==> src/rtl/alu_pipe.sv <==
// alu_pipe: two-stage pipelined ALU with valid/ready handshaking.
// Stage 1 registers the operand beat; stage 2 computes the result, the
// {N,V,C,Z} flags and the multiply-accumulate value and holds them until
// downstream accepts. The accumulator lives entirely in stage 2, so
// back-to-back MACs see each other's results without any forwarding.
module alu_pipe #(
   parameter int WIDTH = 8,
   parameter int ACC_W = 2*WIDTH + 4
) (
   input  logic             clk,
   input  logic             rst_n,
   input  logic             in_valid,
   output logic             in_ready,
   input  logic [WIDTH-1:0] in_a,
   input  logic [WIDTH-1:0] in_b,
   input  logic [3:0]       in_op,
   output logic             out_valid,
   input  logic             out_ready,
   output logic [WIDTH-1:0] out_data,
   output logic [3:0]       out_flags,
   output logic [ACC_W-1:0] out_acc
);

   typedef enum logic [3:0] {
      OP_ADD  = 4'd0,
      OP_SUB  = 4'd1,
      OP_NOT  = 4'd2,
      OP_NAND = 4'd3,
      OP_NOR  = 4'd4,
      OP_AND  = 4'd5,
      OP_OR   = 4'd6,
      OP_XOR  = 4'd7,
      OP_ADDS = 4'd8,
      OP_SUBS = 4'd9,
      OP_SHL  = 4'd10,
      OP_SHR  = 4'd11,
      OP_SRA  = 4'd12,
      OP_MUL  = 4'd13,
      OP_MAC  = 4'd14,
      OP_ACLR = 4'd15
   } op_e;

   localparam logic [WIDTH-1:0] SAT_MAX = {1'b0, {(WIDTH-1){1'b1}}};
   localparam logic [WIDTH-1:0] SAT_MIN = {1'b1, {(WIDTH-1){1'b0}}};
   localparam logic [WIDTH-1:0] WIDTH_V = WIDTH'(WIDTH);

   // Stage 1 state
   logic             s1_valid_q;
   logic [WIDTH-1:0] a_q;
   logic [WIDTH-1:0] b_q;
   op_e              op_q;

   // Stage 2 state; the accumulator register doubles as out_acc because
   // every beat reports the accumulator value left behind by its own op.
   logic             out_valid_q;
   logic [WIDTH-1:0] out_data_q;
   logic [3:0]       out_flags_q;
   logic [ACC_W-1:0] acc_q;

   // Handshake
   logic adv2;
   logic accept;

   assign adv2      = !out_valid_q || out_ready;
   assign in_ready  = !s1_valid_q || adv2;
   assign accept    = in_valid && in_ready;

   assign out_valid = out_valid_q;
   assign out_data  = out_data_q;
   assign out_flags = out_flags_q;
   assign out_acc   = acc_q;

   // Datapath intermediates
   logic [WIDTH:0]          add_ext;
   logic [WIDTH:0]          sub_ext;
   logic                    add_ovf;
   logic                    sub_ovf;
   logic [WIDTH-1:0]        sat_val;
   logic                    shift_in_range;
   logic [WIDTH:0]          shl_ext;
   logic [WIDTH:0]          shr_ext;
   logic signed [WIDTH:0]   sra_src;
   logic [WIDTH:0]          sra_ext;
   logic [WIDTH-1:0]        mul_lo;
   logic signed [2*WIDTH-1:0] a_sx;
   logic signed [2*WIDTH-1:0] b_sx;
   logic signed [2*WIDTH-1:0] mac_prod;
   logic [ACC_W-1:0]        mac_ext;
   logic [ACC_W-1:0]        acc_sum;
   logic [ACC_W-WIDTH:0]    acc_upper;
   logic                    acc_fits;
   logic [WIDTH-1:0]        mac_res;

   // Shared arithmetic, shift and multiply terms feeding the op select
   always_comb begin
      add_ext = {1'b0, a_q} + {1'b0, b_q};
      sub_ext = {1'b0, a_q} - {1'b0, b_q};
      // Signed overflow: same-sign add or opposite-sign subtract whose
      // result sign differs from a; the clamp direction follows a's sign.
      add_ovf = (a_q[WIDTH-1] == b_q[WIDTH-1]) && (add_ext[WIDTH-1] != a_q[WIDTH-1]);
      sub_ovf = (a_q[WIDTH-1] != b_q[WIDTH-1]) && (sub_ext[WIDTH-1] != a_q[WIDTH-1]);
      sat_val = a_q[WIDTH-1] ? SAT_MIN : SAT_MAX;

      // One guard bit beside the operand catches the last bit shifted out;
      // oversized amounts naturally drain to zero (or to the sign for SRA).
      shift_in_range = (b_q <= WIDTH_V);
      shl_ext = {1'b0, a_q} << b_q;
      shr_ext = {a_q, 1'b0} >> b_q;
      sra_src = {a_q, 1'b0};
      sra_ext = sra_src >>> b_q;

      mul_lo = a_q * b_q;

      a_sx      = (2*WIDTH)'($signed(a_q));
      b_sx      = (2*WIDTH)'($signed(b_q));
      mac_prod  = a_sx * b_sx;
      mac_ext   = ACC_W'(mac_prod);
      acc_sum   = acc_q + mac_ext;
      // The sum fits in signed WIDTH when every bit above the result sign
      // agrees with it.
      acc_upper = acc_sum[ACC_W-1:WIDTH-1];
      acc_fits  = (&acc_upper) || !(|acc_upper);
      mac_res   = acc_fits ? acc_sum[WIDTH-1:0] : (acc_sum[ACC_W-1] ? SAT_MIN : SAT_MAX);
   end

   logic [WIDTH-1:0] res_d;
   logic             c_d;
   logic             v_d;
   logic [ACC_W-1:0] acc_d;
   logic [3:0]       flags_d;

   // Opcode select for result, carry/overflow and next accumulator
   always_comb begin
      // NOTE: every output of this block gets a default first so that no
      // opcode path leaves one unassigned and infers a latch.
      res_d = '0;
      c_d   = 1'b0;
      v_d   = 1'b0;
      acc_d = acc_q;
      case (op_q)
         OP_ADD: begin
            res_d = add_ext[WIDTH-1:0];
            c_d   = add_ext[WIDTH];
            v_d   = add_ovf;
         end
         OP_SUB: begin
            res_d = sub_ext[WIDTH-1:0];
            c_d   = sub_ext[WIDTH];
            v_d   = sub_ovf;
         end
         OP_NOT:  res_d = ~a_q;
         OP_NAND: res_d = ~(a_q & b_q);
         OP_NOR:  res_d = ~(a_q | b_q);
         OP_AND:  res_d = a_q & b_q;
         OP_OR:   res_d = a_q | b_q;
         OP_XOR:  res_d = a_q ^ b_q;
         OP_ADDS: begin
            res_d = add_ovf ? sat_val : add_ext[WIDTH-1:0];
            c_d   = add_ext[WIDTH];
            v_d   = add_ovf;
         end
         OP_SUBS: begin
            res_d = sub_ovf ? sat_val : sub_ext[WIDTH-1:0];
            c_d   = sub_ext[WIDTH];
            v_d   = sub_ovf;
         end
         OP_SHL: begin
            res_d = shl_ext[WIDTH-1:0];
            c_d   = shl_ext[WIDTH];
         end
         OP_SHR: begin
            res_d = shr_ext[WIDTH:1];
            c_d   = shr_ext[0];
         end
         OP_SRA: begin
            res_d = sra_ext[WIDTH:1];
            c_d   = shift_in_range ? sra_ext[0] : 1'b0;
         end
         OP_MUL:  res_d = mul_lo;
         OP_MAC: begin
            res_d = mac_res;
            v_d   = !acc_fits;
            acc_d = acc_sum;
         end
         OP_ACLR: acc_d = '0;
         default: ;
      endcase
      flags_d = {res_d[WIDTH-1], v_d, c_d, (res_d == '0)};
   end

   // Stage 1: capture an accepted beat, or empty when it moves on
   always_ff @(posedge clk or negedge rst_n) begin
      // NOTE: registers take non-blocking assignments so every flop samples
      // the pre-edge values regardless of block ordering.
      if (!rst_n) begin
         s1_valid_q <= 1'b0;
         a_q        <= '0;
         b_q        <= '0;
         op_q       <= OP_ADD;
      end else if (accept) begin
         s1_valid_q <= 1'b1;
         a_q        <= in_a;
         b_q        <= in_b;
         op_q       <= op_e'(in_op);
      end else if (adv2) begin
         s1_valid_q <= 1'b0;
      end
   end

   // Stage 2: register result and accumulator whenever the output slot frees
   always_ff @(posedge clk or negedge rst_n) begin
      if (!rst_n) begin
         out_valid_q <= 1'b0;
         out_data_q  <= '0;
         out_flags_q <= '0;
         acc_q       <= '0;
      end else if (adv2) begin
         out_valid_q <= s1_valid_q;
         if (s1_valid_q) begin
            out_data_q  <= res_d;
            out_flags_q <= flags_d;
            acc_q       <= acc_d;
         end
      end
   end

endmodule
==> config.mk <==
export PLATFORM = sky130hd
export DESIGN_NAME = alu_pipe
export DESIGN_NICKNAME = d
export VERILOG_FILES = /design/src/rtl/alu_pipe.sv
export SDC_FILE = /design/constraint.sdc
export NUM_CORES = 1
export LEC_CHECK = 0
export BUFFER_PORTS_ARGS = -buffer_cell sky130_fd_sc_hd__buf_2
export CAP_MARGIN = 20
export CORE_MARGIN = 2
export CORE_UTILIZATION = 40
export DETAILED_ROUTE_END_ITERATION = 8
export PLACE_DENSITY = 0.67
export SLEW_MARGIN = 10
export SYNTH_ARGS = -nofsm -noshare
export SYNTH_HDL_FRONTEND = slang
export SYNTH_SLANG_ARGS = --single-unit
==> constraint.sdc <==
create_clock -name clk -period 8.18 [get_ports clk]
set_input_delay 0.409 -clock clk [delete_from_list [all_inputs] [get_ports clk]]
set_output_delay 0.409 -clock clk [all_outputs]
set_load 0.02 [all_outputs]
==> results of run 1 <==
==> worst register-to-register path, delay by kind of cell (launching register included) <==
kind            cells  cell delay (ns)
simple gates        5             0.64
fa+ha+maj           7             2.91
mux                 2             0.73
compound gates     12             2.57
flops               1             0.46
xor+xnor            1             0.22
buf+inv             3             0.32
==> stage by stage <==
step	cell area, sq um	worst slack, ns
4_1_cts	9772	0.1545
3_3_place_gp	9623	0.4401
6_report	9812	0.3050
2_1_floorplan	8976	0.5042
5_1_grt	9812	-0.04524
3_5_place_dp	9629	0.1815
==> routing by layer <==
layer	up-vias	wire, microns
met5	-	0
met4	0	818
met3	82	2903
met2	444	12880
met1	4225	12830
li1	4002	-
==> registers in the layout (all words and copies together), names as in the netlist <==
name	cells
b_q	8
s1_valid_q	1
out_flags	3
op_q	4
out_acc	20
out_data	8
out_valid	1
a_q	8
==> worst max path at each step <==
stage               startpoint      endpoint  cells after the start
floorplan               b_q[1]  out_flags[0]                     34
global placement        b_q[3]  out_flags[0]                     31
detailed placement      a_q[1]  out_flags[0]                     31
CTS                     a_q[1]  out_flags[0]                     31
global route            a_q[3]  out_flags[0]                     30
finish                  a_q[3]  out_flags[0]                     30
==> cell type report <==
| class | count | share of cell area (%) |
|---|---|---|
| clock buffers | 6 | 1.313 |
| clock inverters | 2 | 0.1403 |
| inverters | 141 | 5.394 |
| multi-input cells | 870 | 70.45 |
| flip-flops and latches | 53 | 13.58 |
| well taps | 280 | 3.571 |
| repair buffers | 91 | 5.547 |
==> cells by family after synthesis <==
| group | synth area share, % |
|---|---|
| fa+ha+maj | 26.60 |
| buf+inv | 8.531 |
| simple gates | 18.44 |
| compound gates | 21.66 |
| mux | 5.311 |
| xor+xnor | 4.684 |
| flops | 14.78 |
==> cells in the final DEF (no fill, tap or decap), types with 20 or more instances in the layout <==
master and instances:
inv_1 138, a21oi_1 81, nand2b_1 20, buf_4 33, nand2_1 85, ha_1 80, mux2_2 22, nand3_1 25
xnor2_1 37, nor2_1 95, fa_1 68, nor3_1 30, o21ai_0 54, buf_2 57, dfrtp_1 48
==> key figures, run 1 <==
Global route
  • Vias in the first global route: 8387
  • Total GRT Usage: between 20% and 30%
  • GR peak layer: met2
  • Met3 usage: roughly 6.7%
  • Largest net degree at the start of global routing: 54
  • Overflow after GRT: 0
  • Initial antenna violation count: 0
  • M2 GR Usage: 37.79%
  • Met1 GRT Util: between 30% and 40%
  • Global-route wire length before repair: about 46000 microns

Drt
  • DRC: 0
  • Via count: 8753
  • Post-DR wirelength/cell: 20.40 microns
  • Initial DRT Pass Iterations: 5
  • Vias/cell: about 6.1
  • Routed WL: 29430 microns
  • Post-route ant nets: 0
  • DRT iter0 DRCs: 974

Critical path
  • Crit Path Max Fanout: 9
  • Critical Path End Type: flop
  • Max incr delay on CP: 0.55 ns
  • CP Launch Type: flop
  • Worst R2R End: out_flags[0]
  • Worst Setup Path Type: reg -> reg
  • Worst EP required: 8.45 ns
  • CP arrival: roughly 8 ns
  • R2r startpoint: a_q[3]
  • CP max stage cell: fa_1
  • Worst r2r path cells: 30
  • R2r setup slk: ~0.30 ns
  • Buf/Inv on CP: 3
  • Crit path max-delay family: adder cells

Synthesis
  • Cells after synthesis: between 1000 and 1500
  • Top-area cell type share of the netlist area: 15.17%
  • Yosys warns: 0
  • Number of enable flip-flop cells after synthesis: 0
  • Most common cell in the netlist: inv_1
  • Post-synth top area cell: fa_1
  • FF+latch count, synth: between 50 and 60
  • Fraction of registers with async set/reset: between 90% and 100%
  • Post-synth top cells: inv_1, nor2_1, nand2_1
  • Syn_area_per_cell: roughly 8 sq um
  • Mapped cell area: 8976 sq um
  • Synth Flop Type: dfrtp_1
  • Top cells by area, synth: fa_1, dfrtp_1, ha_1
  • Netlist cell types: 78
  • Syn nets: roughly 1300
  • Register area share after synthesis: 14.78%

Clock network
  • Sink Count: 53
  • Setup bufs post-CTS: 0
  • Total CTS buffers: 5
  • Worst-case clock buffer depth: 2
  • Post-CTS Hold Fix Bufs: 0
  • Max H-tree Level: 2
  • Clk Latency, worst-skew pair: between 0.3 and 0.4 ns
  • Worst-path clk slew: approximately 0.080 ns
  • CTS tree: built
  • Post-CTS Resized: 0
  • CTS root buf: clkbuf_16

Cells and area
  • Final Util: 44.68%
  • Sequential Area: around 1300 sq um
  • # fillers: between 2000 and 2500
  • Final Non-Filler Cells: 1443
  • Antenna Cells: 0
  • Share of layout cells above drive strength 1: around an eighth
  • Multi-input gate area: between 6000 and 7000 sq um
  • Area Growth Syn to Fin: 9.311%
  • Final net count: between 1000 and 1500

Place
  • Routability Congestion: ~0.98
  • HPWL after detailed placement: roughly 23000 microns
  • Cells after DPL: approximately 1400
  • Port Buffer Count: 57

Timing
  • Period minus WS final: 7.875 ns
  • FMAX: 0.1270 GHz
  • WHS: approximately 0.22 ns
  • Final period util: a little over nine tenths
  • Setup TNS: 0 ns
  • Worst Tran Pin Value: around 1.2 ns
  • Final-report max-slew violation count: 0
  • Setup Skew: roughly 0.014 ns
  • # setup viols final: 0
  • Headroom to the max-slew limit: 22.80%
  • Final hold viol count: 0

Floorplanning
  • Row count: 54
  • Die height: about 150 microns
  • Core area: ~22000 sq um
  • DIE WIDTH: about 150 microns
  • Starting Density: between 40% and 50%
  • Die ar.: 23650 sq um
  • I/O pins: 58

Hold path
  • Hold Crit Class: in -> async

Job
  • Max cap viols: 0

Run status
  • Status: finished clean
Power of run 1 is not shown: default switching activity piles up to over one toggle a cycle in this logic, so the estimate is an artifact.
==> run 2: changes to the inputs <==
CORE_MARGIN = not set   (was 2)
CTS_BUF_LIST = sky130_fd_sc_hd__clkbuf_8   (was not set)
==> key figures, run 2 (same netlist as run 1, synthesis figures left out) <==
Timing
  • Unrepaired setup endpoints after global routing: no
  • Setup Skew: 0.01854 ns (+0.004432 ns)
  • Setup TNS: 0 ns (unchanged)
  • FMAX: 0.1297 GHz (+2.2%)
  • Final period util: 94.24% (-2.0 points)
  • Final-report max-slew violation count: 0 (unchanged)
  • Final hold viol count: 0 (unchanged)
  • WHS: 0.1960 ns (-0.02526 ns)
  • Worst Tran Pin Value: 1.075 ns (-0.07868 ns)
  • # setup viols final: 0 (unchanged)
  • Period minus WS final: 7.709 ns (-0.1664 ns)
  • Headroom to the max-slew limit: 27.66% (+4.9 points)

Critical path
  • Critical Path End Type: flop
  • CP Launch Type: flop
  • Max incr delay on CP: 0.54 ns (about the same)
  • CP max stage cell: fa_1
  • Worst EP required: 8.47 ns (+0.02 ns)
  • CP arrival: 8.00 ns (-0.14 ns)
  • Crit Path Max Fanout: 9 (unchanged)
  • Worst Setup Path Type: reg -> reg

Cells and area
  • Most common cell after layout, fill and taps aside: inv_1
  • Share of layout cells above drive strength 1: 12.78% (+0.31 points)
  • Max reg flops: 20 (unchanged)
  • Final net count: 1339 (+0.22%)
  • Antenna Cells: 0 (unchanged)
  • # fillers: 2226 (+0.54%)
  • Area Growth Syn to Fin: 9.130%
  • Most frequent cells in the layout: inv_1, nor2_1, nand2_1

Clock network
  • Worst-path clk slew: 0.12 ns (+0.04 ns)
  • CTS root buf: clkbuf_8
  • Post-CTS Hold Fix Bufs: 0 (unchanged)
  • Sink Count: 53 (unchanged)
  • Total CTS buffers: 5 (unchanged)
  • Clk Latency, worst-skew pair: 0.35 ns (+0.03 ns)
  • CTS tree: built
  • Worst-case clock buffer depth: 2 (unchanged)
  • Max H-tree Level: 2 (unchanged)

Drt
  • Routed WL: 29200 microns (-0.78%)
  • Initial DRT Pass Iterations: 7 (+2)
  • Vias/cell: 5.945 (-2.0%)
  • DRC: 0 (unchanged)
  • Post-route ant nets: 0 (unchanged)
  • Post-DR wirelength/cell: 20.20 microns (-0.98%)
  • Via count: 8597 (-1.8%)
  • DRT iter0 DRCs: 903 (-7.3%)

Run status
  • Status: finished clean

Floorplanning
  • Core area: 21890 sq um (-0.31%)
  • I/O pins: 58 (unchanged)
  • DIE WIDTH: 151.8 microns (-1.3%)
  • Die height: 151.8 microns (-1.3%)
  • Starting Density: 41.00% (+0.13 points)
  • Die ar.: 23040 sq um (-2.6%)
  • Row count: 54 (unchanged)

Global route
  • Initial antenna violation count: 2 (+2)
  • Overflow after GRT: 0 (unchanged)
  • Global-route wire length before repair: 45950 microns (-0.92%)
  • Largest net degree at the start of global routing: 54 (unchanged)
  • Vias in the first global route: 8138 (-3.0%)
  • Total GRT Usage: 25.15% (+0.49 points)

Hold path
  • Hold Crit Class: in -> async

Place
  • HPWL after detailed placement: 23190 microns (+0.78%)
  • Routability Congestion: 0.9641 (-1.2%)
  • Port Buffer Count: 57 (unchanged)

Job
  • Max cap viols: 0 (unchanged)
## run 2: changes by cell type in the layout (fill, tap and decap cells not counted), sizes merged
cell,before,now
clkbuf,6,5
buf,91,94
clkinvlp,0,2
bufinv,0,1
clkinv,4,2
## run 2: area by class of cell
| cell class | count | area [sq um] | area share, % |
|---|---|---|---|
| inverter | 141 | 536.8 | 5.480 |
| clock inverter | 3 | 43.79 | 0.4471 |
| tap | 280 | 350.3 | 3.576 |
| multi-input combinational | 870 | 6893 | 70.37 |
| timing repair buffer | 94 | 566.8 | 5.786 |
| clock buffer | 5 | 68.82 | 0.7025 |
| sequential | 53 | 1336 | 13.64 |
## run 2: through the flow
step	instances	setup WS [ns]	instance area (sq um)	util [%]
finish	1446	0.4713	9796	44.75
global route	1446	0.0001643	9796	44.75
CTS	1441	0.1606	9728	44.44
detailed placement	1433	0.1735	9615	43.92
global placement	1433	0.3376	9615	43.92
floorplan	1124	0.5042	8976	-
## run 2: layer usage
layer / global-route usage, % / routed length, microns / vias to the layer above / share of wire (%)
li1: - / - / 4006 / -
met1: 35.65 / 12690 / 4037 / 43
met5: 0 / 24 / - / 0.082
met4: 6.571 / 665 / 4 / 2.3
met2: 38.51 / 12940 / 480 / 44
met3: 5.619 / 2880 / 70 / 9.9
## run 2: worst max-delay path: cells and delay by family, from the launching register on
family	cells	cell delay [ns]
xor gates and xnor gates	1	0.22
buffers and inverters	3	0.40
DFF	1	0.52
AOI/OAI and AO/OA	12	2.48
muxes	2	0.75
adders and majority gates	6	2.55
and+or+nand+nor	6	0.73
## run 2: path summary, 6_finish.rpt
kind / startpoint / end / slack, ns / cells after the start
max: b_q[2] / out_flags[0] / 0.47 / 30
min: rst_n / out_acc[13] / 0.20 / 2
max reg2reg: b_q[2] / out_flags[0] / 0.47 / 30
min reg2reg: out_data[1] / out_data[1] / 0.48 / 2
max in group asynchronous: rst_n / a_q[1] / 7.41 / 2
min in group clk: in_valid / s1_valid_q / 0.26 / 2
## run 2: timing repair
action | in CTS | in global routing
resized for setup | 0 | 12
endpoints found under the setup margin | 0 | 9
setup buffers | 0 | 3
Power of run 2 is left out for the same reason.
==> run 3: changes to the inputs <==
CORE_UTILIZATION = 55   (was 40)
PLACE_DENSITY = 0.84   (was 0.67)
==> key figures, run 3 (same netlist as run 1, synthesis figures left out) <==
Place
  • Routability Congestion: 1.042 (+8.1%)
  • Port Buffer Count: 57 (unchanged)
  • HPWL after detailed placement: 22040 microns (-5.0%)
  • DP Worst Slack: 0.2255 ns (+0.05193 ns)

Clock network
  • Clk Latency, worst-skew pair: 0.35 ns (about the same)
  • CTS tree: built
  • Worst-case clock buffer depth: 2 (unchanged)
  • Max H-tree Level: 2 (unchanged)
  • CTS root buf: clkbuf_8
  • Total CTS buffers: 5 (unchanged)
  • Sink Count: 53 (unchanged)
  • Post-CTS Hold Fix Bufs: 0 (unchanged)
  • Worst-path clk slew: 0.12 ns (about the same)

Hold path
  • Hold Crit Class: in -> async

Timing
  • Setup ws final: 0.3930 ns (-0.07834 ns)
  • FMAX: 0.1284 GHz (-1.0%)
  • Period minus WS final: 7.787 ns (+0.07834 ns)
  • Worst Tran Pin Value: 1.175 ns (+0.09985 ns)
  • Final hold viol count: 0 (unchanged)
  • Setup Skew: 0.02277 ns (+0.004230 ns)
  • Final-report max-slew violation count: 0 (unchanged)
  • # setup viols final: 0 (unchanged)
  • Headroom to the max-slew limit: 21.67% (-6.0 points)
  • Final period util: 95.20% (+0.96 points)

Critical path
  • R2r setup slk: 0.39 ns (-0.08 ns)
  • Crit Path Max Fanout: 12 (+3)
  • Worst r2r path cells: 30 (unchanged)
  • CP arrival: 8.06 ns (+0.06 ns)
  • CP Launch Type: flop
  • Critical Path End Type: flop
  • CP max stage cell: fa_1
  • Worst R2R End: out_flags[0]
  • Critical Path Source: b_q[4]
  • Buf/Inv on CP: 5 (+2)
  • Cell mode on critical path: inv_1
  • Worst Setup Path Type: reg -> reg
  • Worst EP required: 8.45 ns (-0.02 ns)
  • Max incr delay on CP: 0.57 ns (+0.03 ns)
  • R2r startpoint: b_q[4]
  • Crit path max-delay family: adder cells

Floorplanning
  • DIE WIDTH: 129.8 microns (-15%)
  • Core area: 15890 sq um (-27%)
  • Row count: 46 (-15%)
  • I/O pins: 58 (unchanged)
  • Starting Density: 56.51% (+16 points)
  • Die height: 129.8 microns (-15%)
  • Die ar.: 16840 sq um (-27%)

Drt
  • Post-route ant nets: 0 (unchanged)
  • Post-DR wirelength/cell: 20.09 microns (-0.52%)
  • Vias/cell: 6.408 (+7.8%)
  • Via count: 8818 (+2.6%)
  • DRC: 0 (unchanged)
  • Routed WL: 27640 microns (-5.3%)
  • DRT iter0 DRCs: 1180 (+31%)
  • Initial DRT Pass Iterations: 5 (-2)

Global route
  • Overflow after GRT: 0 (unchanged)
  • Total GRT Usage: 33.65% (+8.5 points)
  • Initial antenna violation count: 0 (-2)
  • Vias in the first global route: 8280 (+1.7%)
  • Global-route wire length before repair: 43520 microns (-5.3%)
  • Largest net degree at the start of global routing: 54 (unchanged)

Cells and area
  • Final net count: 1333 (-0.45%)
  • Most frequent cells in the layout: inv_1, nor2_1, nand2_1
  • Share of layout cells above drive strength 1: 12.84% (+0.066 points)
  • # fillers: 1441 (-35%)
  • Max reg flops: 20 (unchanged)
  • Area Growth Syn to Fin: 8.015%
  • Most common cell after layout, fill and taps aside: inv_1
  • Final Util: 61.04% (+16 points)
  • Antenna Cells: 0 (unchanged)

Run status
  • Status: finished clean

Job
  • Max cap viols: 0 (unchanged)
## run 3: layout make-up
class                           count  area (sq um)  area share [%]
Tap cell                          216         270.3           2.787
Sequential cell                    53          1336           13.78
Timing Repair Buffer               88         523.0           5.394
Inverter                          141         540.5           5.575
Clock inverter                      2         37.54          0.3871
Clock buffer                        6         82.58          0.8517
Multi-Input combinational cell    870          6905           71.22
## run 3: worst max path at each step
stage / end / slack [ns] / depth (start not counted)
3_5_place_dp: out_flags[0] / 0.23 / 31
6_report: out_flags[0] / 0.39 / 30
4_1_cts: out_flags[0] / 0.17 / 31
2_1_floorplan: out_flags[0] / 0.50 / 34
5_1_grt: out_flags[0] / -0.0008 / 31
3_3_place_gp: out_flags[0] / 0.44 / 31
## run 3: routing by layer
| metal | global-route usage [%] | up-vias | part of all wire, % |
|---|---|---|---|
| met4 | 12.79 | 0 | 4.0 |
| met1 | 45.31 | 4195 | 41 |
| met2 | 52.63 | 526 | 44 |
| met5 | 0 | - | 0 |
| met3 | 7.749 | 106 | 11 |
| li1 | - | 3991 | - |
## run 3: what timing repair did
item                                   CTS  global route
setup endpoints to repair                0             9
endpoints found under the hold margin    0             0
resized for setup                        0            19
buffers inserted                         0             2
## run 3: per-stage QoR
step / hold WS (ns) / cells / cell area (sq um) / setup TNS, ns
2_1_floorplan: 0.1134 / 1124 / 8976 / 0
3_3_place_gp: 0.4594 / 1365 / 9505 / 0
3_5_place_dp: 0.4809 / 1365 / 9505 / 0
4_1_cts: 0.2021 / 1373 / 9625 / 0
5_1_grt: 0.2370 / 1376 / 9696 / -0.0008118
6_report: 0.1755 / 1376 / 9696 / 0
Power of run 3 is left out for the same reason.
